**config.mk**
```make
export PLATFORM = sky130hd
export DESIGN_NAME = mem_sys_axil_flat
export DESIGN_NICKNAME = d
export VERILOG_FILES = /design/src/rtl/mem_sys_axil_pkg.sv /design/src/rtl/axi_lite_interface.sv /design/src/rtl/mem_sys_axil.sv /design/src/flat_wrapper.sv
export SDC_FILE = /design/constraint.sdc
export NUM_CORES = 1
export LEC_CHECK = 0
export ABC_CLOCK_PERIOD_IN_PS = 3930
export BUFFER_PORTS_ARGS = -buffer_cell sky130_fd_sc_hd__buf_2
export CAP_MARGIN = 5
export CORE_ASPECT_RATIO = 1.4
export CORE_UTILIZATION = 38
export CTS_CLUSTER_DIAMETER = 120
export CTS_CLUSTER_SIZE = 8
export DETAILED_ROUTE_END_ITERATION = 10
export PLACE_DENSITY = 0.69
export SLEW_MARGIN = 20
export SYNTH_ARGS = -nofsm -noshare
export SYNTH_HDL_FRONTEND = slang
export SYNTH_SLANG_ARGS = --single-unit
```
**constraint.sdc**
```tcl
create_clock -name clk -period 3.93 [get_ports clk]
set_input_delay 0.1965 -clock clk [delete_from_list [all_inputs] [get_ports clk]]
set_output_delay 0.1965 -clock clk [all_outputs]
set_load 0.05 [all_outputs]
```
**src/rtl/mem_sys_axil_pkg.sv**
```systemverilog
// Shared packages for the AXI-Lite memory requester: core widths and flag values,
// plus AXI-Lite bus widths and response codes.
package defines;
   localparam int XLEN = 32;
   typedef logic [XLEN-1:0] data_t;
   localparam logic ENABLE  = 1'b1;
   localparam logic DISABLE = 1'b0;
   localparam logic VALID   = 1'b1;
   localparam logic INVALID = 1'b0;
endpackage

package axi_defines;
   localparam int ADDR_W = 32;
   localparam int DATA_W = 32;
   localparam int STRB_W = DATA_W / 8;
   typedef enum logic [1:0] {
      OKAY   = 2'b00,
      EXOKAY = 2'b01,
      SLVERR = 2'b10,
      DECERR = 2'b11
   } axi_resp_t;
endpackage

```
**src/rtl/axi_lite_interface.sv**
```systemverilog
// AXI-Lite bus bundle (AW, W, B, AR, R channels) with master and slave views.
interface axi_lite_interface;
   import axi_defines::*;
   logic [ADDR_W-1:0] awaddr;
   logic [2:0]        awprot;
   logic              awvalid;
   logic              awready;
   logic [DATA_W-1:0] wdata;
   logic [STRB_W-1:0] wstrb;
   logic              wvalid;
   logic              wready;
   logic [1:0]        bresp;
   logic              bvalid;
   logic              bready;
   logic [ADDR_W-1:0] araddr;
   logic [2:0]        arprot;
   logic              arvalid;
   logic              arready;
   logic [DATA_W-1:0] rdata;
   logic [1:0]        rresp;
   logic              rvalid;
   logic              rready;

   modport master (
      output awaddr, awprot, awvalid, input awready,
      output wdata, wstrb, wvalid, input wready,
      input bresp, bvalid, output bready,
      output araddr, arprot, arvalid, input arready,
      input rdata, rresp, rvalid, output rready
   );

   modport slave (
      input awaddr, awprot, awvalid, output awready,
      input wdata, wstrb, wvalid, output wready,
      output bresp, bvalid, input bready,
      input araddr, arprot, arvalid, output arready,
      output rdata, rresp, rvalid, input rready
   );
endinterface

```
**src/rtl/mem_sys_axil.sv**
```systemverilog
// Single-request AXI-Lite master: turns one rd/wr request into an AR/R or AW/W/B
// transaction and pulses done when it completes.
module mem_sys_axil
   import defines::*;
   import axi_defines::*;
(
   input  logic              clk,
   input  logic              rst_n,
   input  logic [XLEN-1:0]   addr,
   input  data_t             data_in,
   input  logic              wr,
   input  logic              rd,
   input  logic              valid,
   input  logic [STRB_W-1:0] be,
   output data_t             data_out,
   output logic              done,
   axi_lite_interface.master axil_bus
);

   typedef enum logic [2:0] {
      IDLE, WR_ADDR_DATA, WR_RESP, RD_ADDR, RD_DATA, DONE
   } state_t;

   state_t            state;
   logic [XLEN-1:0]   addr_q;
   data_t             data_q;
   logic [STRB_W-1:0] be_q;
   logic              awvalid_q;
   logic              wvalid_q;
   logic              bready_q;
   logic              arvalid_q;
   logic              rready_q;

   always_ff @(posedge clk or negedge rst_n) begin
      if (!rst_n) begin
         state     <= IDLE;
         addr_q    <= '0;
         data_q    <= '0;
         be_q      <= '0;
         data_out  <= '0;
         done      <= DISABLE;
         awvalid_q <= INVALID;
         wvalid_q  <= INVALID;
         bready_q  <= DISABLE;
         arvalid_q <= INVALID;
         rready_q  <= DISABLE;
      end else begin
         done <= DISABLE;
         case (state)
            IDLE: begin
               // A simultaneous rd+wr request is served as a write only.
               if (valid == VALID && wr) begin
                  addr_q    <= addr;
                  data_q    <= data_in;
                  be_q      <= be;
                  awvalid_q <= VALID;
                  wvalid_q  <= VALID;
                  state     <= WR_ADDR_DATA;
               end else if (valid == VALID && rd) begin
                  addr_q    <= addr;
                  arvalid_q <= VALID;
                  state     <= RD_ADDR;
               end
            end
            WR_ADDR_DATA: begin
               if (axil_bus.awready) awvalid_q <= INVALID;
               if (axil_bus.wready)  wvalid_q  <= INVALID;
               // Both channels finished, either earlier or on this edge.
               if ((!awvalid_q || axil_bus.awready) && (!wvalid_q || axil_bus.wready)) begin
                  bready_q <= ENABLE;
                  state    <= WR_RESP;
               end
            end
            WR_RESP: begin
               if (axil_bus.bvalid) begin
                  bready_q <= DISABLE;
                  done     <= ENABLE;
                  state    <= DONE;
               end
            end
            RD_ADDR: begin
               if (axil_bus.arready) begin
                  arvalid_q <= INVALID;
                  rready_q  <= ENABLE;
                  state     <= RD_DATA;
               end
            end
            RD_DATA: begin
               if (axil_bus.rvalid) begin
                  rready_q <= DISABLE;
                  data_out <= axil_bus.rdata;
                  done     <= ENABLE;
                  state    <= DONE;
               end
            end
            DONE:    state <= IDLE;
            default: state <= IDLE;
         endcase
      end
   end

   // Payload fields read as zero whenever their channel is not being offered.
   assign axil_bus.awvalid = awvalid_q;
   assign axil_bus.awaddr  = awvalid_q ? addr_q : '0;
   assign axil_bus.awprot  = 3'b000;
   assign axil_bus.wvalid  = wvalid_q;
   assign axil_bus.wdata   = wvalid_q ? data_q : '0;
   assign axil_bus.wstrb   = wvalid_q ? be_q : '0;
   assign axil_bus.bready  = bready_q;
   assign axil_bus.arvalid = arvalid_q;
   assign axil_bus.araddr  = arvalid_q ? addr_q : '0;
   assign axil_bus.arprot  = 3'b000;
   assign axil_bus.rready  = rready_q;

endmodule

```
**src/flat_wrapper.sv**
```systemverilog
// flat-port wrapper written by rule: the top's interface ports become plain ports
module mem_sys_axil_flat import defines::*; import axi_defines::*;
  (clk, rst_n, addr, data_in, wr, rd, valid, be, data_out, done, axil_bus_awaddr, axil_bus_awprot, axil_bus_awvalid, axil_bus_awready, axil_bus_wdata, axil_bus_wstrb, axil_bus_wvalid, axil_bus_wready, axil_bus_bresp, axil_bus_bvalid, axil_bus_bready, axil_bus_araddr, axil_bus_arprot, axil_bus_arvalid, axil_bus_arready, axil_bus_rdata, axil_bus_rresp, axil_bus_rvalid, axil_bus_rready);
  axi_lite_interface axil_bus_i ();
  input  logic clk;
  input  logic rst_n;
  input  logic [XLEN-1:0] addr;
  input  data_t data_in;
  input  logic wr;
  input  logic rd;
  input  logic valid;
  input  logic [STRB_W-1:0] be;
  output data_t data_out;
  output logic done;
  output wire logic [$bits(axil_bus_i.awaddr)-1:0] axil_bus_awaddr;
  output wire logic [$bits(axil_bus_i.awprot)-1:0] axil_bus_awprot;
  output wire logic [$bits(axil_bus_i.awvalid)-1:0] axil_bus_awvalid;
  input wire logic [$bits(axil_bus_i.awready)-1:0] axil_bus_awready;
  output wire logic [$bits(axil_bus_i.wdata)-1:0] axil_bus_wdata;
  output wire logic [$bits(axil_bus_i.wstrb)-1:0] axil_bus_wstrb;
  output wire logic [$bits(axil_bus_i.wvalid)-1:0] axil_bus_wvalid;
  input wire logic [$bits(axil_bus_i.wready)-1:0] axil_bus_wready;
  input wire logic [$bits(axil_bus_i.bresp)-1:0] axil_bus_bresp;
  input wire logic [$bits(axil_bus_i.bvalid)-1:0] axil_bus_bvalid;
  output wire logic [$bits(axil_bus_i.bready)-1:0] axil_bus_bready;
  output wire logic [$bits(axil_bus_i.araddr)-1:0] axil_bus_araddr;
  output wire logic [$bits(axil_bus_i.arprot)-1:0] axil_bus_arprot;
  output wire logic [$bits(axil_bus_i.arvalid)-1:0] axil_bus_arvalid;
  input wire logic [$bits(axil_bus_i.arready)-1:0] axil_bus_arready;
  input wire logic [$bits(axil_bus_i.rdata)-1:0] axil_bus_rdata;
  input wire logic [$bits(axil_bus_i.rresp)-1:0] axil_bus_rresp;
  input wire logic [$bits(axil_bus_i.rvalid)-1:0] axil_bus_rvalid;
  output wire logic [$bits(axil_bus_i.rready)-1:0] axil_bus_rready;
  assign axil_bus_awaddr = axil_bus_i.awaddr;
  assign axil_bus_awprot = axil_bus_i.awprot;
  assign axil_bus_awvalid = axil_bus_i.awvalid;
  assign axil_bus_i.awready = axil_bus_awready;
  assign axil_bus_wdata = axil_bus_i.wdata;
  assign axil_bus_wstrb = axil_bus_i.wstrb;
  assign axil_bus_wvalid = axil_bus_i.wvalid;
  assign axil_bus_i.wready = axil_bus_wready;
  assign axil_bus_i.bresp = axil_bus_bresp;
  assign axil_bus_i.bvalid = axil_bus_bvalid;
  assign axil_bus_bready = axil_bus_i.bready;
  assign axil_bus_araddr = axil_bus_i.araddr;
  assign axil_bus_arprot = axil_bus_i.arprot;
  assign axil_bus_arvalid = axil_bus_i.arvalid;
  assign axil_bus_i.arready = axil_bus_arready;
  assign axil_bus_i.rdata = axil_bus_rdata;
  assign axil_bus_i.rresp = axil_bus_rresp;
  assign axil_bus_i.rvalid = axil_bus_rvalid;
  assign axil_bus_rready = axil_bus_i.rready;
  mem_sys_axil u_core (.clk(clk), .rst_n(rst_n), .addr(addr), .data_in(data_in), .wr(wr), .rd(rd), .valid(valid), .be(be), .data_out(data_out), .done(done), .axil_bus(axil_bus_i));
endmodule
```
# --- After elaboration in Yosys (flattened, before gate mapping) ---
# Cells that the tools add are included.
op_classes:
  n_addsub: 0
  eq_ne: 14
  reduce_logical: 22
  bitwise: 0
  n_mul: 0
  magnitude_cmp: 0
  n_shift: 0
  n_div: 0
  mux: 31
op_table:
  columns: ["cell", "count"]
  rows:
  - ["2-to-1 mux 32 bit", 5]
  - ["2-to-1 mux 3 bit", 6]
  - ["case mux 3 bit (5 select lines)", 1]
  - ["2-to-1 mux 1 bit", 12]
  - ["!= test 2 bit (second input constant)", 6]
  - ["case mux 1 bit (2 select lines)", 6]
  - ["AND reduction 3 bit", 4]
  - ["nonzero test 2 bit", 5]
  - ["== test 3 x 2 -> 1 bit (second input constant)", 2]
  - ["!= test 2 x 1 -> 1 bit (second input constant)", 3]
  - ["AND reduction 2 bit", 3]
  - ["AND reduction 5 bit", 1]
  - ["2-to-1 mux 4 bit", 1]
  - ["AND reduction 4 bit", 1]
  - ["== test 3 x 1 -> 1 bit (second input constant)", 1]
  - ["== test 3 bit (second input constant)", 1]
  - ["logical AND 1 bit", 3]
  - ["zero test 3 bit", 1]
  - ["!= test 3 x 1 -> 1 bit (second input constant)", 1]
  - ["zero test 1 bit", 2]
  - ["logical OR 1 bit", 2]
word_totals:
  latchBits: 0
  mem_bits_rw: 0
  reg_bits: 109
  mem_count: 0
  mem_bits_ro: 0
  elab_cells: 78
  output_inout_bits: 144

# --- Longest topological paths before layout ---
# Gate-level depths: netlist (run 1).
logic_depth:
  word_depth: 5
  mapped_depth: 5

# --- Worst setup path before layout (run 1) ---
# Ideal clock, no wire load.
synth_timing:
  path_kind: "reg2out"
  from: "register u_core.wvalid_q (netlist: u_core.axil_bus.wvalid)"
  to: "output axil_bus_wdata[10]"
  path_stages_with_launch: 4
  t_arrival_ps: 1558
  path_buffers: 2
  t_required_ps: 3733
  setup_slack_ps: 2176
  cell_sequence: "dfrtp_1 -> clkbuf_1 -> clkbuf_1 -> and2_1"
synth_between:
  elab_chain_len: 1
synth_lines:
  columns: ["element", "line_no", "source"]
  rows:
  - ["start: declaration", "mem_sys_axil.sv:29", "logic wvalid_q;"]
  - ["start signal: assignment", "mem_sys_axil.sv:43", "wvalid_q <= INVALID;"]
  - ["start signal: assignment", "mem_sys_axil.sv:57", "wvalid_q <= VALID;"]
  - ["start signal: assignment", "mem_sys_axil.sv:67", "if (axil_bus.wready) wvalid_q <= INVALID;"]
  - ["2-to-1 mux 32 bit", "mem_sys_axil.sv:107", "assign axil_bus.wdata = wvalid_q ? data_q : '0;"]
  - ["end: declaration", "flat_wrapper.sv:19", "output wire logic [$bits(axil_bus_i.wdata)-1:0] axil_bus_wdata;"]
# No other way between the ends.

# --- Final worst setup path (run 1) ---
layout_timing:
  from: "register u_core.state[0]"
  to: "register u_core.addr_q[26]"
layout_between:
  elab_chain_len: 2
layout_lines:
  columns: ["element", "line_no", "source"]
  rows:
  - ["start: declaration", "mem_sys_axil.sv:24", "state_t state;"]
  - ["start signal: assignment", "mem_sys_axil.sv:36", "state <= IDLE;"]
  - ["start signal: assignment", "mem_sys_axil.sv:58", "state <= WR_ADDR_DATA;"]
  - ["start signal: assignment", "mem_sys_axil.sv:62", "state <= RD_ADDR;"]
  - ["zero test 3 bit", "mem_sys_axil.sv:49", "case (state)"]
  - ["AND reduction 2 bit (no source line)", null, null]
  - ["end signal: assignment", "mem_sys_axil.sv:53", "addr_q <= addr;"]
  - ["end signal: assignment", "mem_sys_axil.sv:60", "addr_q <= addr;"]
  - ["end: declaration", "mem_sys_axil.sv:25", "logic [XLEN-1:0] addr_q;"]
# No other way between the ends.
# A chain may end at the register's enable or synchronous reset.

==> results of run 1 <==
layout by cell type, fill, tap and decap left out, types with 4 or more instances in the layout:
cell,Yosys,layout
clkbuf_16,0,9
conb_1,1,6
inv_1,4,4
nand2b_1,4,4
nand2_1,5,5
mux2_4,30,30
dfrtp_1,109,109
and2_1,100,100
o21ai_0,5,5
buf_2,3,246
mux2_2,69,69
through the flow:
| step | util | area [um^2] | setup slack [ns] |
|---|---|---|---|
| 2_1_floorplan | - | 5071 | 2.176 |
| 5_1_grt | 0.5177 | 6696 | 1.721 |
| 3_5_place_dp | 0.4921 | 6366 | 1.901 |
| 6_report | 0.5177 | 6696 | 1.905 |
| 3_3_place_gp | 0.4921 | 6366 | 1.989 |
| 4_1_cts | 0.5175 | 6694 | 1.869 |
critical path, cell delays in order (launching register included):
cell	delay, ns
dfrtp_1	0.55
nor4b_4	0.45
o21a_4	0.48
mux2_2	0.40
per-layer routing:
metal	share of wire	global-route usage
met1	0.38	0.1807
met2	0.52	0.2920
met3	0.064	0.04348
met4	0.032	0.08437
met5	0.0015	0
worst max path at each step:
stage / start / to / slack [ns] / cells after the start
floorplan: u_core.axil_bus.wvalid / axil_bus_wdata[10] / 2.18 / 3
finish: u_core.state[0] / u_core.addr_q[26] / 1.91 / 3
CTS: u_core.axil_bus.wvalid / axil_bus_wdata[30] / 1.87 / 2
detailed placement: u_core.state[0] / u_core.addr_q[8] / 1.90 / 3
global route: u_core.axil_bus.wvalid / axil_bus_wdata[30] / 1.72 / 2
global placement: u_core.state[0] / u_core.addr_q[10] / 1.99 / 3
timing repair:
| item | in CTS | in global routing |
|---|---|---|
| hold buffers | 1 | 0 |
| endpoints found under the setup margin | 0 | 0 |
| hold endpoints to repair | 62 | 0 |
cell type report:
type / count / area (um^2) / area share
Timing Repair Buffer: 250 / 1264 / 0.1887
Clock buffer: 10 / 239.0 / 0.03569
Multi-Input combinational cell: 243 / 2147 / 0.3206
Clock inverter: 6 / 78.83 / 0.01177
Inverter: 4 / 15.01 / 0.002242
Tap cell: 178 / 222.7 / 0.03326
Antenna cell: 1 / 2.502 / 0.0003737
Sequential cell: 109 / 2728 / 0.4073
sequential cells by signal, summed over array words and instances, names as in the netlist:
signal / cells
u_core.axil_bus.arvalid: 1
u_core.be_q: 4
u_core.axil_bus.wvalid: 1
u_core.state: 3
u_core.axil_bus.bready: 1
u_core.data_out: 32
u_core.addr_q: 32
u_core.data_q: 32
u_core.axil_bus.awvalid: 1
u_core.done: 1
u_core.axil_bus.rready: 1
cell families (layout without fill, tap and decap cells):
kind of cell	after synthesis	count (layout)	share of synthesized area
and+or+nand+nor	117	117	0.1461
DFF	109	109	0.5399
AOI/OAI and AO/OA	19	19	0.02650
buffers and inverters	32	270	0.03937
other	1	7	0.0007422
muxes	101	101	0.2474
==> results.md, run 1 <==
* Outcome: complete, no violations
* Count of cell types in the netlist at 27
* Post-synth EDFFs at 0
* Postcts setup bufs at 0
* Seq/Total Area, Yosys at 0.5399
* Synth Instances at 379
* FILL cells at 1142
* Die Ht at 138.4 um
* Routed via count at 3680
* # Max-Cap Violations at 0
* Count leader, synth: dfrtp_1
* Critical Path RT at 4.15 ns
* Post-synthesis async set-or-reset flop share at 1.000
* CTS resizes at 0
* Die W at 99.45 um
* R2r startpoint: u_core.state[0]
* Vias in the first global route at 3705
* Die area at 0.01377 mm^2
* Fin crit share at 0.5152
* Worst clock skew at 0.01022 ns
* Detailed Route WL at 11.31 mm
* Hold Path Class: in -> reg
* # nets final at 731
* Avg Vias per Cell at 4.594
* I/O Pins at 258
* Sink of the worst hold path: u_core.addr_q[4]
* CTS tree: done
* Fin. max-slew vios at 0
* Worst-Skew Late Latency at 0.34 ns
* Top_reg_cell synth: dfrtp_1
* Hold Worst Slack at 0.07835 ns
* Crit path max fanout at 32
* Largest net degree at the start of global routing at 66
* Total number of placement rows at 49
* Longest Clk Path Bufs at 2
* Crit path launch type: flip-flop
* Setup TNS at 0 ns
* Initial antenna violation count at 2
* Initial Utilization at 0.3906
* Cell area after synthesis at 0.005052 mm^2
* Cell accounting for the most synthesized area: dfrtp_1
* FF-to-FF End: u_core.addr_q[26]
* Synth warn at 0
* # setup viols final at 0
* Slew headroom at 0.3845
* Clock sinks at 109
* Synth top cells by count: dfrtp_1, and2_1, mux2_2
* Fraction of layout instances using a drive strength above 1 at 0.5916
* Drt drc at 0
* Syn_area_per_cell at 13.33 um^2
* Worst Setup End Kind: flip-flop
* Final HPWL DP at 8.425 mm
* Cell chosen for the clock root: clkbuf_16
* FMAX at 0.4939 GHz
* Placeable Area at 0.01294 mm^2
* Placed Cells at 783
* H-tree level count at 3
* First-pass GRT wire length at 18.00 mm
* Hold violation count in the final report at 0
* R2R cell count at 3
* Min-delay src: addr[4]
* Slew @ Worst Pin at 0.9233 ns
* Worst reg2reg setup slack at 1.91 ns
* Largest cells by area after synthesis: dfrtp_1, mux2_2, and2_1, mux2_4, buf_6
* DRT iter0 DRCs at 67
* GP Congestion at 0.7711
* GRT overflow at 0
* Area grow syn2layout at 32.54%
* GRT Overall Usage at 0.1656
* Yosys reg bits at 109
* CTS Buf Count at 9
* Clock slew at reported path FFs at 0.08 ns
* Fin crit period at 2.025 ns
* Kind of critical path: reg -> reg
* Worst EP arrival at 2.25 ns
* DR WL/cell at 14.12 um
* Final cell count without fillers at 801
* I/O Buffers at 247
* WHS Path Cells at 2
* Synth top area share at 0.5399
* Detailed Routing Iterations Pass 1 at 4
* Final ANT Viol Nets at 0
* RSZ-0062 raised after global routing: false
Power of run 1 is left out: the tool's default activity adds up to more than one toggle a clock period on the data nets, which glitch-free logic cannot reach.
==> inputs of run 2 (changes only) <==
--- a/config.mk
+++ b/config.mk
@@ -5,7 +5,8 @@
 export SDC_FILE = /design/constraint.sdc
 export NUM_CORES = 1
 export LEC_CHECK = 0
-export ABC_CLOCK_PERIOD_IN_PS = 3930
+export ABC_AREA = 1
+export ABC_CLOCK_PERIOD_IN_PS = 1660
 export BUFFER_PORTS_ARGS = -buffer_cell sky130_fd_sc_hd__buf_2
 export CAP_MARGIN = 5
 export CORE_ASPECT_RATIO = 1.4
@@ -13,7 +14,7 @@
 export CTS_CLUSTER_DIAMETER = 120
 export CTS_CLUSTER_SIZE = 8
 export DETAILED_ROUTE_END_ITERATION = 10
-export PLACE_DENSITY = 0.69
+export PLACE_DENSITY = 0.71
 export SLEW_MARGIN = 20
 export SYNTH_ARGS = -nofsm -noshare
 export SYNTH_HDL_FRONTEND = slang
==> constraint.sdc (replaced) <==
create_clock -name clk -period 1.66 [get_ports clk]
set_input_delay 0.083 -clock clk [delete_from_list [all_inputs] [get_ports clk]]
set_output_delay 0.083 -clock clk [all_outputs]
set_load 0.05 [all_outputs]
==> run 2 against run 1 <==
Via count increased by 51%. Worst setup slack got worse by 1.8 ns. Register-to-register slack worse by 1.7 ns. Highest routed layer is now met4. Synthesized cell count rose by 89%. Cell area rose by 20%. Critical endpoint is now axil_bus_awaddr[28]. Wire length is 36% higher. Area after synthesis increased by 3.8%. Utilization increased by 7.7 points. Global-route usage increased by 5.6 points. Non-clock buffer count up 115. Largest cell class unchanged.
==> results.md, run 2 <==
* Die W at 101.3 um (+1.9%)
* Routed via count at 5552 (+51%)
* Hold violation count in the final report at 0 (unchanged)
* Biggest regs: u_core.addr_q: 32 flops, u_core.data_out: 32 flops, u_core.data_q: 32 flops
* Largest family of logic cells by synthesized area: simple AND/OR/NAND/NOR gates
* Final Core Density at 0.5950 (+0.07732)
* Critical Path RT at 1.58 ns (-2.57 ns)
* Worst setup path startpoint: u_core.axil_bus.awvalid
* Fin. max-slew vios at 0 (unchanged)
* RSZ-0062 raised after global routing: false
* GRT Overall Usage at 0.2219 (+0.05628)
* Syn_area_per_cell at 7.305 um^2 (-45%)
* Crit path capture: axil_bus_awaddr[28]
* Avg Vias per Cell at 4.474 (-2.6%)
* Post-synth EDFFs at 0 (unchanged)
* Synth top cells by count: nand2_1, inv_1, dfrtp_1
* Largest net degree at the start of global routing at 39 (-41%)
* H-tree level count at 3 (unchanged)
* Pwr dens at 2303 mW/mm^2
* # setup viols final at 0 (unchanged)
* GRT overflow at 0 (unchanged)
* Detailed Route WL at 15.43 mm (+36%)
* Setup TNS at 0 ns (unchanged)
* Worst-Skew Late Latency at 0.35 ns (about the same)
* Post-synthesis xor/xnor area fraction at 0 (unchanged)
* Synth warn at 0 (unchanged)
* Count of cell types in the netlist at 24 (-11%)
* Switch Pwr at 0.01066 W
* Hold Path Class: in -> reg
* Max IR drop VDD at 1.064 mV
* R2r startpoint: u_core.state[0]
* Longest Clk Path Bufs at 2 (unchanged)
* Yosys reg bits at 109 (unchanged)
* Worst clock skew at 0.01110 ns (+0.0008719 ns)
* Worst reg2reg setup slack at 0.17 ns (-1.74 ns)
* Clock slew at reported path FFs at 0.07 ns (about the same)
* Final HPWL DP at 9.867 mm (+17%)
* Kind of critical path: reg -> out
* Cell accounting for the most synthesized area: dfrtp_1
* Simple-gate share of the synthesized area at 0.3371 (+0.1910)
* Clk network pwr share at 0.121
* WHS Path Cells at 4 (+2)
* Leak Pwr at 5.167 nW
* FMAX at 0.6426 GHz
* Crit path launch type: flip-flop
* Sw Ratio at 0.5782
* Post-synthesis mux area share at 0 (-0.2474)
* Detailed Routing Iterations Pass 1 at 5 (+1)
* Count leader, synth: nand2_1
* Int Power at 0.007774 W
* I/O Pins at 258 (unchanged)
* Fin crit share at 0.9374
* DRT iter0 DRCs at 278 (+310%)
* Synth Area in Compound Gates at 0.01240 (-0.01409)
* Die area at 0.01428 mm^2 (+3.7%)
* Area grow syn2layout at 52.58%
* First-pass GRT wire length at 24.77 mm (+38%)
* Post-synthesis async set-or-reset flop share at 1.000 (unchanged)
* Clock sinks at 109 (unchanged)
* Gate power share at 0.625
* Initial antenna violation count at 1 (-1)
* Final ANT Viol Nets at 0 (unchanged)
* Seq/Total Area, Yosys at 0.5200 (-0.01983)
* R2R cell count at 7 (+4)
* Placeable Area at 0.01345 mm^2 (+4.0%)
* Cell chosen for the clock root: clkbuf_16
* Synth Area in Adders at 0 (unchanged)
* DR WL/cell at 12.43 um (-12%)
* Outcome: complete, no violations
* Commonest non-fill, non-tap cells in the layout: nand2_1, buf_2, inv_1
* GP Congestion at 0.8210 (+6.5%)
* Fin crit period at 1.556 ns
* CTS resizes at 0 (unchanged)
* Synth Instances at 718 (+89%)
* # nets final at 1167 (+60%)
* Worst Setup End Kind: output pin
* Fraction of layout instances using a drive strength above 1 at 0.2722 (-0.3194)
* Largest cells by area after synthesis: dfrtp_1, nand2_1, inv_1, nand3_1, buf_2
* Synth top area share at 0.5200 (-0.01983)
* # Max-Cap Violations at 0 (unchanged)
* Total number of placement rows at 50 (+2.0%)
* Crit path max fanout at 34 (+6.3%)
* Cell area after synthesis at 0.005245 mm^2 (+3.8%)
* CTS tree: done
* Initial Utilization at 0.3900 (-0.0006066)
* CTS Buf Count at 9 (unchanged)
* Commonest non-fill, non-tap cell in the layout: nand2_1
* Top_reg_cell synth: dfrtp_1
* I/O Buffers at 247 (unchanged)
* FF-to-FF End: u_core.addr_q[27]
* Share of power burned in registers at 0.253
* Vias in the first global route at 5296 (+43%)
* Die Ht at 141.0 um (+1.9%)
* Worst EP arrival at 1.47 ns (-0.78 ns)
* Drt drc at 0 (unchanged)
-- run 2: cell families after synthesis --
family	count (synthesis)
simple gates	438
flops	109
other cells	1
buf+inv	159
compound gates	11
-- run 2: repair_timing --
action / 4_1_cts / 5_1_grt
hold buffers: 101 / 0
buffers inserted: 0 / 1
endpoints found under the hold margin: 134 / 0
setup endpoints to repair: 0 / 1
-- run 2: cell type report --
class,instances,area [um^2]
inverter,113,426.7
fill,1192,5448
sequential,109,2729
clock inverter,6,70.07
tap,182,227.7
timing repair buffer,365,2452
antenna,1,2.502
clock buffer,10,239.0
multi-input combinational,455,1856
-- run 2: how the worst min path moves through the flow --
stage	from	endpoint	slack (ns)
after global routing	axil_bus_wready	u_core.axil_bus.wvalid	0.05
after global placement	rst_n	u_core.data_q[5]	0.08
final	axil_bus_arready	u_core.axil_bus.arvalid	0.01
after floorplan	rst_n	u_core.addr_q[0]	-0.21
after detailed placement	rst_n	u_core.data_q[5]	0.08
after CTS	axil_bus_arready	u_core.axil_bus.arvalid	0.009
-- run 2: power by group through the flow --
stage / registers (W) / logic, W / clock network, W
4_1_cts: 0.00467 / 0.0115 / 0.00231
3_5_place_dp: 0.00469 / 0.0113 / 0
6_report: 0.00467 / 0.0115 / 0.00224
3_3_place_gp: 0.00467 / 0.0112 / 0
2_1_floorplan: 0.00599 / 0.00745 / 0
5_1_grt: 0.00482 / 0.0124 / 0.00241
-- run 2: per-stage QoR --
step	power, W	area, um^2	cells	worst slack, ns	hold WS, ns
final	0.01843	8003	1241	0.1039	0.01467
after global routing	0.01964	8003	1241	0.02008	0.05281
after CTS	0.01847	7993	1239	0.08765	0.008902
after detailed placement	0.01600	6673	1122	0.1820	0.08201
after global placement	0.01586	6673	1122	0.2055	0.07556
after floorplan	0.01343	5265	723	0.05205	-0.2126
-- run 2: critical path, cell delays in order, from the launching register on --
cell     delay [ns]
dfrtp_1        0.35
buf_4          0.33
nand2_1        0.11
inv_1          0.07
buf_2          0.26
-- run 2: routing by layer --
metal	track usage	routed length (um)	vias to the layer above
li1	-	-	2764
met1	0.2448	6056	2508
met2	0.4003	7986	231
met3	0.03669	813	49
met4	0.1182	575	0
met5	0	0	-
Note: power is estimated with default switching activity, not from simulation.
==> inputs of run 3 (changes only) <==
--- a/config.mk
+++ b/config.mk
@@ -5,10 +5,9 @@
 export SDC_FILE = /design/constraint.sdc
 export NUM_CORES = 1
 export LEC_CHECK = 0
-export ABC_AREA = 1
 export ABC_CLOCK_PERIOD_IN_PS = 1660
 export BUFFER_PORTS_ARGS = -buffer_cell sky130_fd_sc_hd__buf_2
-export CAP_MARGIN = 5
+export CAP_MARGIN = 40
 export CORE_ASPECT_RATIO = 1.4
 export CORE_UTILIZATION = 38
 export CTS_CLUSTER_DIAMETER = 120
==> run 3 against run 2 <==
Non-clock buffer count increased by 2. Wire length shrank 13%. Cell area fell by 1.7%. Utilization grew 1.3 points. Die area down 3.6%. Hold slack better by 0.0073 ns. Clock skew down 0.0046 ns. Sequential share of layout area rose by 0.58 points. Clock-buffer cell count up 1. Register-to-register slack got worse by 0.12 ns. Sequential cell count did not move. Worst setup slack worse by 0.051 ns. Highest routed layer unchanged.
==> results.md, run 3 (synthesis results as in run 1) <==
* Initial antenna violation count at 1 (unchanged)
* Detailed Routing Iterations Pass 1 at 4 (-1)
* H-tree level count at 3 (unchanged)
* GRT Overall Usage at 0.1921 (-0.02978)
* Avg Vias per Cell at 4.540 (+1.5%)
* Final ANT Viol Nets at 0 (unchanged)
* Outcome: complete, no violations
* Slew headroom at 0.6110
* I/O Pins at 258 (unchanged)
* Largest net degree at the start of global routing at 110 (+180%)
* Hold Path Class: in -> reg
* Worst EP arrival at 1.83 ns (+0.36 ns)
* # setup viols final at 0 (unchanged)
* Design area at 0.007866 mm^2 (-1.7%)
* # Max-Cap Violations at 0 (unchanged)
* Post-DP Area at 0.006521 mm^2 (-2.3%)
* Buf/Inv on CP at 2 (-1)
* Die W at 99.45 um (-1.8%)
* CTS tree: done
* Worst Setup End Kind: flip-flop
* I/O Buffers at 247 (unchanged)
* Fin crit share at 0.9679 (+0.03053)
* Drt drc at 0 (unchanged)
* Final Core Density at 0.6081 (+0.01311)
* DR WL/cell at 14.63 um (+18%)
* Cells along the critical path: nor4b_4 -> buf_4 -> nand2_4 -> buf_16 -> mux2_4
* Fin crit period at 1.607 ns (+0.05068 ns)
* Worst clock skew at 0.006473 ns (-0.004622 ns)
* Worst path top cell family by delay: flip-flops
* GP Congestion at 0.7593 (-7.5%)
* Crit path launch type: flip-flop
* Fraction of layout instances using a drive strength above 1 at 0.5183 (+0.2461)
* Final cell count without fillers at 918 (-26%)
* Placement Setup Slack at 0.05255 ns (-0.1295 ns)
* FMAX at 0.6224 GHz (-3.2%)
* Slew @ Worst Pin at 0.5836 ns
* DRT iter0 DRCs at 95 (-66%)
* RSZ-0062 raised after global routing: true
* Total number of placement rows at 49 (-2.0%)
* Area of the multi-input gates at 0.002147 mm^2 (+16%)
* Critical Path RT at 1.88 ns (+0.30 ns)
* Vias in the first global route at 4349 (-18%)
* Initial Utilization at 0.3906 (+0.0006066)
* Crit path max fanout at 18 (-47%)
* Longest Clk Path Bufs at 2 (unchanged)
* Worst-Skew Late Latency at 0.33 ns (-0.02 ns)
* Cell chosen for the clock root: clkbuf_16
* Placed Cells at 797 (-29%)
* Fin. max-slew vios at 0 (unchanged)
* Commonest non-fill, non-tap cells in the layout: buf_2, dfrtp_1, dlygate4sd3_1
* Register area at 0.002728 mm^2 (about the same)
* # nets final at 848 (-27%)
* First-pass GRT wire length at 20.92 mm (-16%)
* Area grow syn2layout at 55.70%
* Commonest non-fill, non-tap cell in the layout: buf_2
* Final worst setup slack at 0.05322 ns (-0.05068 ns)
* Placeable Area at 0.01294 mm^2 (-3.8%)
* Kind of critical path: reg -> reg
* Clock sinks at 109 (unchanged)
* Hold violation count in the final report at 0 (unchanged)
* Biggest regs: u_core.addr_q: 32 flops, u_core.data_out: 32 flops, u_core.data_q: 32 flops
* Die area at 0.01377 mm^2 (-3.6%)
* FILL cells at 1035 (-13%)
* CTS Buf Count at 9 (unchanged)
* GRT overflow at 0 (unchanged)
* CP max-delay cell: dfrtp_1
* Routed via count at 4168 (-25%)
* Detailed Route WL at 13.43 mm (-13%)
* Die Ht at 138.4 um (-1.8%)
* Clock slew at reported path FFs at 0.07 ns (about the same)
* Final HPWL DP at 8.683 mm (-12%)
* Slowest Stage Delay on Critical Path at 0.41 ns (+0.06 ns)
-- run 3: changes by cell type in the layout (fill, tap and decap cells not counted), moves of 4 or more --
cell	delta
nand3_1	-73
mux2_2	+69
inv_1	-107
and2_1	+99
nand2_1	-347
nand2b_1	+4
mux2_4	+30
-- run 3: worst paths after layout --
| path | slack [ns] | cells past startpoint | startpoint | endpoint |
|---|---|---|---|---|
| setup reg to reg | 0.05 | 5 | u_core.state[2] | u_core.be_q[3] |
| hold / removal | 0.02 | 3 | axil_bus_awready | u_core.axil_bus.awvalid |
| setup / recovery | 0.05 | 5 | u_core.state[2] | u_core.be_q[3] |
| hold reg to reg | 0.50 | 1 | u_core.addr_q[19] | u_core.addr_q[19] |
| min in group asynchronous | 0.37 | 3 | rst_n | u_core.data_out[20] |
| max in group asynchronous | 0.83 | 3 | rst_n | u_core.addr_q[18] |
-- run 3: routing by layer --
layer	vias to the layer above	routed length [um]	GRT usage	share of wire
li1	1969	-	-	-
met1	2011	4950	0.2053	0.37
met2	159	7457	0.3589	0.56
met3	29	657	0.03842	0.049
met4	0	362	0.08359	0.027
met5	-	0	0	0
-- run 3: layout make-up --
cell class                      instances  area share
Sequential cell                       109      0.3467
Clock buffer                           11     0.02958
Antenna cell                            1   0.0003181
Multi-Input combinational cell        243      0.2729
Timing Repair Buffer                  367      0.3146
Tap cell                              178     0.02831
Inverter                                4    0.001909
Clock inverter                          5    0.005567
-- run 3: per-stage QoR --
| step | hold slack, ns | setup TNS, ns |
|---|---|---|
| 2_1_floorplan | -0.2126 | 0 |
| 3_3_place_gp | 0.1947 | 0 |
| 3_5_place_dp | 0.2068 | 0 |
| 4_1_cts | 0.01056 | 0 |
| 5_1_grt | 0.01169 | -0.8260 |
| 6_report | 0.02198 | 0 |
-- run 3: timing repair --
action / 4_1_cts / 5_1_grt
hold endpoints to repair: 209 / 0
gates resized for setup: 0 / 2
buffers inserted: 0 / 1
setup endpoints to repair: 0 / 86
hold buffers: 101 / 0
-- run 3: worst reg2reg max path, cell delays in order (launching register included) --
cell and delay, ns:
dfrtp_1 0.41, nor4b_4 0.32, buf_4 0.18, nand2_4 0.08, buf_16 0.18, mux2_4 0.31
Power of run 3 is left out for the same reason.
